[src/rtl/secded_write_pipe_pkg.sv]
// Shared SECDED helpers for the bank write path and read-side decoder.
// Position math for Hamming codewords with an overall parity bit.
package secded_write_pipe_pkg;

  localparam int NUM_BANKS = 4;
  localparam int SEL_WIDTH = 2;

  function automatic int calc_parity_bits(input int dw);
    return $clog2(dw) + 1;
  endfunction

  function automatic int calc_encoded_word(input int dw);
    return dw + calc_parity_bits(dw);
  endfunction

  function automatic bit is_pow2(input int pos);
    return (pos > 0) && ((pos & (pos - 1)) == 0);
  endfunction

  // Codeword position of data bit idx: idx-th non-power-of-two slot
  function automatic int data_pos(input int idx);
    int pos;
    int cnt;
    pos = 0;
    cnt = 0;
    for (int p = 1; p < 256; p++) begin
      if (!is_pow2(p) && pos == 0) begin
        if (cnt == idx) pos = p;
        cnt++;
      end
    end
    return pos;
  endfunction

endpackage

[src/rtl/secded_write_pipe_if.sv]
// Request/response bundle between the write source and the bank demux.
// slave faces the pipe; master faces the source and sink.
interface secded_write_pipe_if
  import secded_write_pipe_pkg::*;
#(
  parameter int DATA_WIDTH = 8,
  parameter int ADDR_WIDTH = 4
);
  localparam int EW = calc_encoded_word(DATA_WIDTH);
  localparam int IW = $clog2(EW + 2);

  logic                    i_valid;
  logic                    o_ready;
  logic [ADDR_WIDTH-1:0]   i_addr;
  logic [DATA_WIDTH-1:0]   i_data;
  logic                    i_inj_en;
  logic [IW-1:0]           i_inj_pos;
  logic                    o_valid;
  logic                    i_ready;
  logic [EW+1:1]           o_data;
  logic [SEL_WIDTH-1:0]    o_sel;
  logic [ADDR_WIDTH-3:0]   o_row;

  modport slave (
    input  i_valid, i_addr, i_data,
    input  i_inj_en, i_inj_pos, i_ready,
    output o_ready, o_valid, o_data,
    output o_sel, o_row
  );

  modport master (
    output i_valid, i_addr, i_data,
    output i_inj_en, i_inj_pos, i_ready,
    input  o_ready, o_valid, o_data,
    input  o_sel, o_row
  );

endinterface

[src/rtl/secded_write_pipe_gen.sv]
// Combinational Hamming encoder plus overall even-parity bit.
// Check bits sit at power-of-two positions of the codeword.
module hamming_secded_gen
  import secded_write_pipe_pkg::*;
#(
  parameter int DATA_WIDTH = 8,
  localparam int PB = calc_parity_bits(DATA_WIDTH),
  localparam int EW = calc_encoded_word(DATA_WIDTH)
) (
  input  logic [DATA_WIDTH-1:0] data_i,
  output logic [EW+1:1]         code_o
);

  logic [EW:1] w;
  logic        p;

  always_comb begin
    w = '0;
    p = 1'b0;
    for (int i = 0; i < DATA_WIDTH; i++) begin
      w[data_pos(i)] = data_i[i];
    end
    // Check slots are still zero here, so XOR over all covered slots is safe
    for (int k = 0; k < PB; k++) begin
      p = 1'b0;
      for (int j = 1; j <= EW; j++) begin
        if (j[k]) p = p ^ w[j];
      end
      w[1 << k] = p;
    end
    code_o = {^w, w};
  end

endmodule

[src/rtl/secded_write_pipe.sv]
// Two-stage SECDED write pipe: S1 captures the request, S2 holds the
// encoded word, bank select and row for the downstream demux.
module secded_write_pipe
  import secded_write_pipe_pkg::*;
#(
  parameter int DATA_WIDTH   = 8,
  parameter int ADDR_WIDTH   = 4,
  parameter int PARITY_BITS  = calc_parity_bits(DATA_WIDTH),
  parameter int ENCODED_WORD = DATA_WIDTH + PARITY_BITS
) (
  input  logic               i_clk,
  input  logic               i_rst,
  secded_write_pipe_if.slave bus
);

  localparam int IW = $clog2(ENCODED_WORD + 2);
  localparam int RW = ADDR_WIDTH - SEL_WIDTH;

  logic                  s1_valid_q, s1_valid_d;
  logic [ADDR_WIDTH-1:0] s1_addr_q;
  logic [DATA_WIDTH-1:0] s1_data_q;
  logic                  s1_inj_en_q;
  logic [IW-1:0]         s1_inj_pos_q;

  logic                    s2_valid_q, s2_valid_d;
  logic [ENCODED_WORD+1:1] s2_code_q, s2_code_d;
  logic [SEL_WIDTH-1:0]    s2_sel_q;
  logic [RW-1:0]           s2_row_q;

  logic                    s1_load, s2_load;
  logic [ENCODED_WORD+1:1] code;

  assign s2_load     = s1_valid_q && (!s2_valid_q || bus.i_ready);
  assign bus.o_ready = !s1_valid_q || s2_load;
  assign s1_load     = bus.i_valid && bus.o_ready;

  hamming_secded_gen #(
    .DATA_WIDTH (DATA_WIDTH)
  ) u_gen (
    .data_i (s1_data_q),
    .code_o (code)
  );

  always_comb begin
    s1_valid_d = s1_valid_q;
    s2_valid_d = s2_valid_q;
    s2_code_d  = code;
    if (s1_load)      s1_valid_d = 1'b1;
    else if (s2_load) s1_valid_d = 1'b0;
    if (s2_load)          s2_valid_d = 1'b1;
    else if (bus.i_ready) s2_valid_d = 1'b0;
    // Flip after overall parity; pos 0 or out of range never matches
    for (int j = 1; j <= ENCODED_WORD + 1; j++) begin
      if (s1_inj_en_q && s1_inj_pos_q == IW'(j)) begin
        s2_code_d[j] = ~code[j];
      end
    end
  end

  always_ff @(posedge i_clk or posedge i_rst) begin
    if (i_rst) begin
      s1_valid_q   <= 1'b0;
      s1_addr_q    <= '0;
      s1_data_q    <= '0;
      s1_inj_en_q  <= 1'b0;
      s1_inj_pos_q <= '0;
    end else begin
      s1_valid_q <= s1_valid_d;
      if (s1_load) begin
        s1_addr_q    <= bus.i_addr;
        s1_data_q    <= bus.i_data;
        s1_inj_en_q  <= bus.i_inj_en;
        s1_inj_pos_q <= bus.i_inj_pos;
      end
    end
  end

  always_ff @(posedge i_clk or posedge i_rst) begin
    if (i_rst) begin
      s2_valid_q <= 1'b0;
      s2_code_q  <= '0;
      s2_sel_q   <= '0;
      s2_row_q   <= '0;
    end else begin
      s2_valid_q <= s2_valid_d;
      if (s2_load) begin
        s2_code_q <= s2_code_d;
        s2_sel_q  <= s1_addr_q[ADDR_WIDTH-1 -: SEL_WIDTH];
        s2_row_q  <= s1_addr_q[RW-1:0];
      end
    end
  end

  assign bus.o_valid = s2_valid_q;
  assign bus.o_data  = s2_code_q;
  assign bus.o_sel   = s2_sel_q;
  assign bus.o_row   = s2_row_q;

endmodule

[src/flat_wrapper.sv]
// flat-port wrapper written by rule: the top's interface ports become plain ports
module secded_write_pipe_flat import secded_write_pipe_pkg::*;
#(
  parameter int DATA_WIDTH   = 8,
  parameter int ADDR_WIDTH   = 4,
  parameter int PARITY_BITS  = calc_parity_bits(DATA_WIDTH),
  parameter int ENCODED_WORD = DATA_WIDTH + PARITY_BITS
)
  (i_clk, i_rst, bus_i_valid, bus_i_addr, bus_i_data, bus_i_inj_en, bus_i_inj_pos, bus_i_ready, bus_o_ready, bus_o_valid, bus_o_data, bus_o_sel, bus_o_row);
  secded_write_pipe_if #(.DATA_WIDTH(DATA_WIDTH), .ADDR_WIDTH(ADDR_WIDTH)) bus_i ();
  input  logic i_clk;
  input  logic i_rst;
  input wire logic [$bits(bus_i.i_valid)-1:0] bus_i_valid;
  input wire logic [$bits(bus_i.i_addr)-1:0] bus_i_addr;
  input wire logic [$bits(bus_i.i_data)-1:0] bus_i_data;
  input wire logic [$bits(bus_i.i_inj_en)-1:0] bus_i_inj_en;
  input wire logic [$bits(bus_i.i_inj_pos)-1:0] bus_i_inj_pos;
  input wire logic [$bits(bus_i.i_ready)-1:0] bus_i_ready;
  output wire logic [$bits(bus_i.o_ready)-1:0] bus_o_ready;
  output wire logic [$bits(bus_i.o_valid)-1:0] bus_o_valid;
  output wire logic [$bits(bus_i.o_data)-1:0] bus_o_data;
  output wire logic [$bits(bus_i.o_sel)-1:0] bus_o_sel;
  output wire logic [$bits(bus_i.o_row)-1:0] bus_o_row;
  assign bus_i.i_valid = bus_i_valid;
  assign bus_i.i_addr = bus_i_addr;
  assign bus_i.i_data = bus_i_data;
  assign bus_i.i_inj_en = bus_i_inj_en;
  assign bus_i.i_inj_pos = bus_i_inj_pos;
  assign bus_i.i_ready = bus_i_ready;
  assign bus_o_ready = bus_i.o_ready;
  assign bus_o_valid = bus_i.o_valid;
  assign bus_o_data = bus_i.o_data;
  assign bus_o_sel = bus_i.o_sel;
  assign bus_o_row = bus_i.o_row;
  secded_write_pipe #(.DATA_WIDTH(DATA_WIDTH), .ADDR_WIDTH(ADDR_WIDTH), .PARITY_BITS(PARITY_BITS), .ENCODED_WORD(ENCODED_WORD)) u_core (.i_clk(i_clk), .i_rst(i_rst), .bus(bus_i));
endmodule
[config.mk]
export PLATFORM = sky130hd
export DESIGN_NAME = secded_write_pipe_flat
export DESIGN_NICKNAME = d
export VERILOG_FILES = /design/src/rtl/secded_write_pipe_pkg.sv /design/src/rtl/secded_write_pipe_if.sv /design/src/rtl/secded_write_pipe_gen.sv /design/src/rtl/secded_write_pipe.sv /design/src/flat_wrapper.sv
export SDC_FILE = /design/constraint.sdc
export NUM_CORES = 1
export LEC_CHECK = 0
export BUFFER_PORTS_ARGS = -buffer_cell sky130_fd_sc_hd__buf_2
export CAP_MARGIN = 10
export CORE_MARGIN = 2
export CORE_UTILIZATION = 35
export CTS_CLUSTER_SIZE = 10
export DETAILED_ROUTE_END_ITERATION = 10
export MAX_ROUTING_LAYER = met4
export PLACE_DENSITY = 0.59
export SLEW_MARGIN = 20
export SYNTH_ARGS = -nofsm -noshare
export SYNTH_HDL_FRONTEND = slang
export SYNTH_SLANG_ARGS = --single-unit
[constraint.sdc]
create_clock -name i_clk -period 2.3 [get_ports i_clk]
set_input_delay 0.46 -clock i_clk [delete_from_list [all_inputs] [get_ports i_clk]]
set_output_delay 0.46 -clock i_clk [all_outputs]
set_load 0.01 [all_outputs]
* After elaboration in Yosys (flattened, before gate mapping)
Index checks and enable logic that the tools add are counted.
** Storage, ports and cells
- Register bits after elaboration :: 36
- Word-level logic and storage cells :: 88
** Cells by class
- Eq/ne operators :: 13
- Bitwise operators :: 27
- Muxes and demuxes :: 17
- Reductions and logical operators :: 22
** Operator list (count)
- == test 4 bit (second input constant) :: 6
- two-way mux 1 bit :: 17
- == test 4 x 3 -> 1 bit (second input constant) :: 4
- logical AND 1 bit :: 15
- XOR 1 bit :: 14
- NOT 1 bit :: 13
- parity 12 bit :: 1
- == test 4 x 2 -> 1 bit (second input constant) :: 2
- == test 4 x 1 -> 1 bit (second input constant) :: 1
- nonzero test 2 bit :: 2
- logical NOT 1 bit :: 2
- logical OR 1 bit :: 2

* Longest topological paths before layout
- Word-level depth :: 7
- Gate-level depth with buffers :: 5
- Mapped depth without buffers :: 4

* Hierarchy
From an unflattened synthesis, not the netlist that was laid out.
** Second synthesis, totals
- Cell total of the unflattened synthesis :: 149
- Area, all modules :: 1764.2 um^2
** By module, submodules not included
- secded_write_pipe :: area each 1551.5 um^2, cells an instance 129, instances 1, seq. area each 900.9 um^2
- hamming_secded_gen :: area each 212.7 um^2, cells an instance 20, instances 1, seq. area each 0.0 um^2

* Worst setup path after synthesis
OpenSTA, ideal clock, no wires.
- Path kind :: reg2reg
- Start point :: reg u_core.s1_data_q[2]
- End point :: reg u_core.s2_code_q, in the netlist u_core.bus.o_data[13]
- Required time :: 2175 ps
- Setup slack :: 559 ps
- Data arrival time :: 1616 ps
- Cell stages (with the launch flop) :: 5
- Path buffers :: 0
- Clock period less this slack :: 1741 ps
- Cells stage by stage :: dfrtp_1 -> xor2_1 -> xnor3_1 -> xnor3_1 -> mux2_2
** On the way
- Word-level cells in the longest chain between the ends :: 7
** Ends and longest elaborated chain
- start: declaration :: line secded_write_pipe.sv:21 : logic [DATA_WIDTH-1:0] s1_data_q;
- start signal: assignment :: line secded_write_pipe.sv:71 : s1_data_q <= bus.i_data;
- XOR 1 bit (4 in a row) :: line secded_write_pipe_gen.sv:27 : if (j[k]) p = p ^ w[j];
- parity 12 bit (*) :: line secded_write_pipe_gen.sv:31 : code_o = {^w, w};
- NOT 1 bit :: line secded_write_pipe.sv:55 : s2_code_d[j] = ~code[j];
- two-way mux 1 bit (*) :: line secded_write_pipe.sv:54 : if (s1_inj_en_q && s1_inj_pos_q == IW'(j)) begin
- end signal: assignment :: line secded_write_pipe.sv:87 : s2_code_q <= s2_code_d;
- end: declaration :: line secded_write_pipe.sv:26 : logic [ENCODED_WORD+1:1] s2_code_q, s2_code_d;
Every way passes the cells marked *; elsewhere a longest branch is shown, timed or not.
A chain may end at the register's enable or synchronous reset.

* Worst setup path after layout
- Start point :: reg u_core.s1_data_q[3]
- End point :: reg u_core.s2_code_q, in the netlist u_core.bus.o_data[13]
** On the way
- Word-level cells in the longest chain between the ends :: 6
** Ends and longest elaborated chain (line)
- XOR 1 bit (3 in a row) :: secded_write_pipe_gen.sv:27
- parity 12 bit (*) :: secded_write_pipe_gen.sv:31
- NOT 1 bit :: secded_write_pipe.sv:55
- two-way mux 1 bit (*) :: secded_write_pipe.sv:54
Marks and branches as above.

==> summary.md <==
| Metric | Value |
|---|---|
| Worst R2R Start | u_core.s1_data_q[3] |
| Synth Area per Inst | around 12 um2 |
| Gpl congestion | 0.803 |
| Pin count of the biggest net entering global routing | 37 |
| Std-Cell Rows | 25 |
| Commonest non-fill, non-tap cell in the layout | buf_2 |
| Die H | about 73 um |
| Number of setup buffers added after CTS | 0 |
| Met1 wire length | between 1 and 1.5 mm |
| Num ports | 40 |
| Final hold vios | 0 |
| Worst-Margin Slew | 444 ps |
| Synth Area in Adders | 0% |
| Share of Yosys cell area claimed by the top area cell type | approximately 54% |
| RR Endpoint | u_core.bus.o_data[13] |
| RSZ-0062 raised after global routing | false |
| Crit path capture type | flop |
| Fraction of layout cells with a size suffix above 1 | 39.6% |
| GRT Residual Overflow | 0 |
| Leak pwr | approximately 0.92 nW |
| Root buf cell | clkbuf_8 |
| Final worst setup slack | 440 ps |
| Die area | ~5300 um2 |
| Initial antenna violation count | 0 |
| Crit path kind | reg -> reg |
| Area taken by multi-input logic gates | about 740 um2 |
| Status | complete, no violations |
| Area Overhead vs Synth | 21.9% |
| Post_cts resized | 0 |
| Total core area | 4630 um2 |
| Total CTS buffers | 5 |
| Pins over their slew limit | 0 |
| Worst R2R Setup Slack | 440 ps |
| CP Max Fanout | 4 |
| Routed length on met3 | between 150 and 200 um |
| Synth area leader | dfrtp_1 |
| Vias/cell | roughly 4.7 |
| Compound-Gate Fraction of Synth Area | 3.33% |
| Clk sinks | 36 |
| Vias in the first global route | between 1000 and 1500 |
| Reg clk slew, reported paths | 60 ps |
| Chip width | 72.8 um |
| Post-Synth XOR/XNOR Area | between 10% and 20% |
| Simple-gate area share of the yosys netlist | 10.4% |
| Initial Util | 35.8% |
| R2r worst-path depth | 4 |
| Port Buffers | 39 |
| Worst Path Arrival | 2020 ps |
| CP required | roughly 2500 ps |
| H-tree Lvls | 2 |
| Placement Setup Slack | 446 ps |
| First DRT Iteration DRCs | 29 |
| Type of origin of the critical path | flop |
| CTS tree | done |
| Max_slew headroom | 70.4% |
| Synth area leaders | dfrtp_1 (54%), mux2_2 (16%), xnor2_1 (8.5%) |
| Area of the mapped netlist | 1660 um2 |
| Warnings from Yosys | 0 |
| Seq/Total Area, Yosys | roughly 54% |
| Mapped Nets | about 160 |
| Remaining DRCs | 0 |
| Latest clock arrival within the worst-skew pair | 280 ps |
| Post-Synthesis Cells | 135 |
| Final Net Count | 202 |
| DRT Wirelength | 3.15 mm |
| Layout Cells excl Fill | about 240 |
| Final period utilization | between 80% and 90% |
| Fin area | 2020 um2 |
| Final setup TNS | 0 ps |
| ANT cells | 0 |
| FF+latch count, synth | 36 |
| Placed Instances | around 230 |
| Peak VDD IR | 0.000519 V |
| Min-delay worst type | in -> async |
| Max Cap Viol | 0 |
| Tot Pwr | 1.94 mW |
| First-pass GRT wire length | approximately 5.3 mm |
| Drt pass-1 iters | 4 |
| DR vias | about 1100 |
| Largest family of logic cells by synthesized area | multiplexers |
| Final Critical Period | 1860 ps |
| WL met2 | 1.60 mm |
| Endpoints failing setup | 0 |
| Mux cell area share after synthesis | between 10% and 20% |
| Clk buf depth | 2 |
| Seq. cell area | between 900 and 1000 um2 |
| Antenna viol nets, final | 0 |
| Max Clk Rate | 538 MHz |
| Highest Signal Layer | met4 |
| Skew final | 3.72 ps |
| Total routing usage reported by global routing | 14.0% |
| Synth unique cells | 16 |
| Hold_buf cts | 0 |
| DR WL/cell | 13.4 um |
| Filler Cell Count | 443 |
| Placed Area | between 1500 and 2000 um2 |
| DP HPWL | 2.41 mm |
| Pwr Density | 961 nW/um2 |
| Most frequent cells in the layout | buf_2 (39), dfrtp_1 (36), mux2_2 (23) |
==> how the worst max path moves through the flow <==
stage | from | cells past startpoint | to | slack (ps)
global route | u_core.s1_data_q[3] | 4 | u_core.bus.o_data[13] | 370
CTS | u_core.s1_data_q[3] | 4 | u_core.bus.o_data[13] | 430
detailed placement | u_core.s1_data_q[3] | 4 | u_core.bus.o_data[13] | 450
global placement | u_core.s1_data_q[2] | 4 | u_core.bus.o_data[13] | 520
finish | u_core.s1_data_q[3] | 4 | u_core.bus.o_data[13] | 440
floorplan | u_core.s1_data_q[2] | 4 | u_core.bus.o_data[13] | 560
==> sequential cells by signal, indices dropped and copies added, names as in the netlist <==
| signal | flops |
|---|---|
| u_core.bus.o_sel | 2 |
| u_core.bus.o_row | 2 |
| u_core.bus.o_valid | 1 |
| u_core.s1_inj_pos_q | 4 |
| u_core.s1_data_q | 8 |
| u_core.s1_valid_q | 1 |
| u_core.s1_addr_q | 4 |
| u_core.s1_inj_en_q | 1 |
| u_core.bus.o_data | 13 |
==> where the power goes <==
group	internal (mW)	leakage, nW	switching, mW
combinational	0.335	0.448	0.280
sequential	0.777	0.425	0.100
clock	0.244	0.0455	0.202
total	1.36	0.919	0.582
==> routing by layer <==
metal  global-route usage, %  vias up
met2                    23.5       34
met1                    15.5      521
met3                    4.28        4
li1                        -      545
met5                       -        -
met4                    5.56        0
==> synthesized netlist by cell type <==
cell	number
buf_2	1
o21ai_0	11
or3b_2	1
dfrtp_1	36
mux2_2	23
xnor2_1	16
nand3b_1	3
xor2_1	5
clkbuf_1	2
nand2_1	14
xnor3_1	3
nand2b_1	5
nor2_1	10
nand3_1	1
inv_1	1
nor3_1	3
==> worst max-delay path, cell delays in order (launching register included) <==
cell and delay (ps):
dfrtp_1 430, xor2_1 270, xnor3_1 430, xnor3_1 360
mux2_2 260
==> through the flow <==
step,hold WS [ps],utilization (%)
after floorplan,457,-
after global placement,457,41.6
after detailed placement,466,41.6
after CTS,273,43.6
after global routing,314,43.6
final,265,43.6
==> cell type report <==
class / count / share of cell area [%]
clock buffers: 8 / 4.46
inverters: 1 / 0.186
multi-input cells: 95 / 36.6
flip-flops and latches: 36 / 44.6
well taps: 54 / 3.35
repair buffers: 42 / 10.8
==> cells by family after synthesis <==
logic type / Yosys count
simple gates: 37
buf+inv: 4
compound gates: 11
mux: 23
xor+xnor: 24
flops: 36
Note: power is estimated with default switching activity, not from simulation.
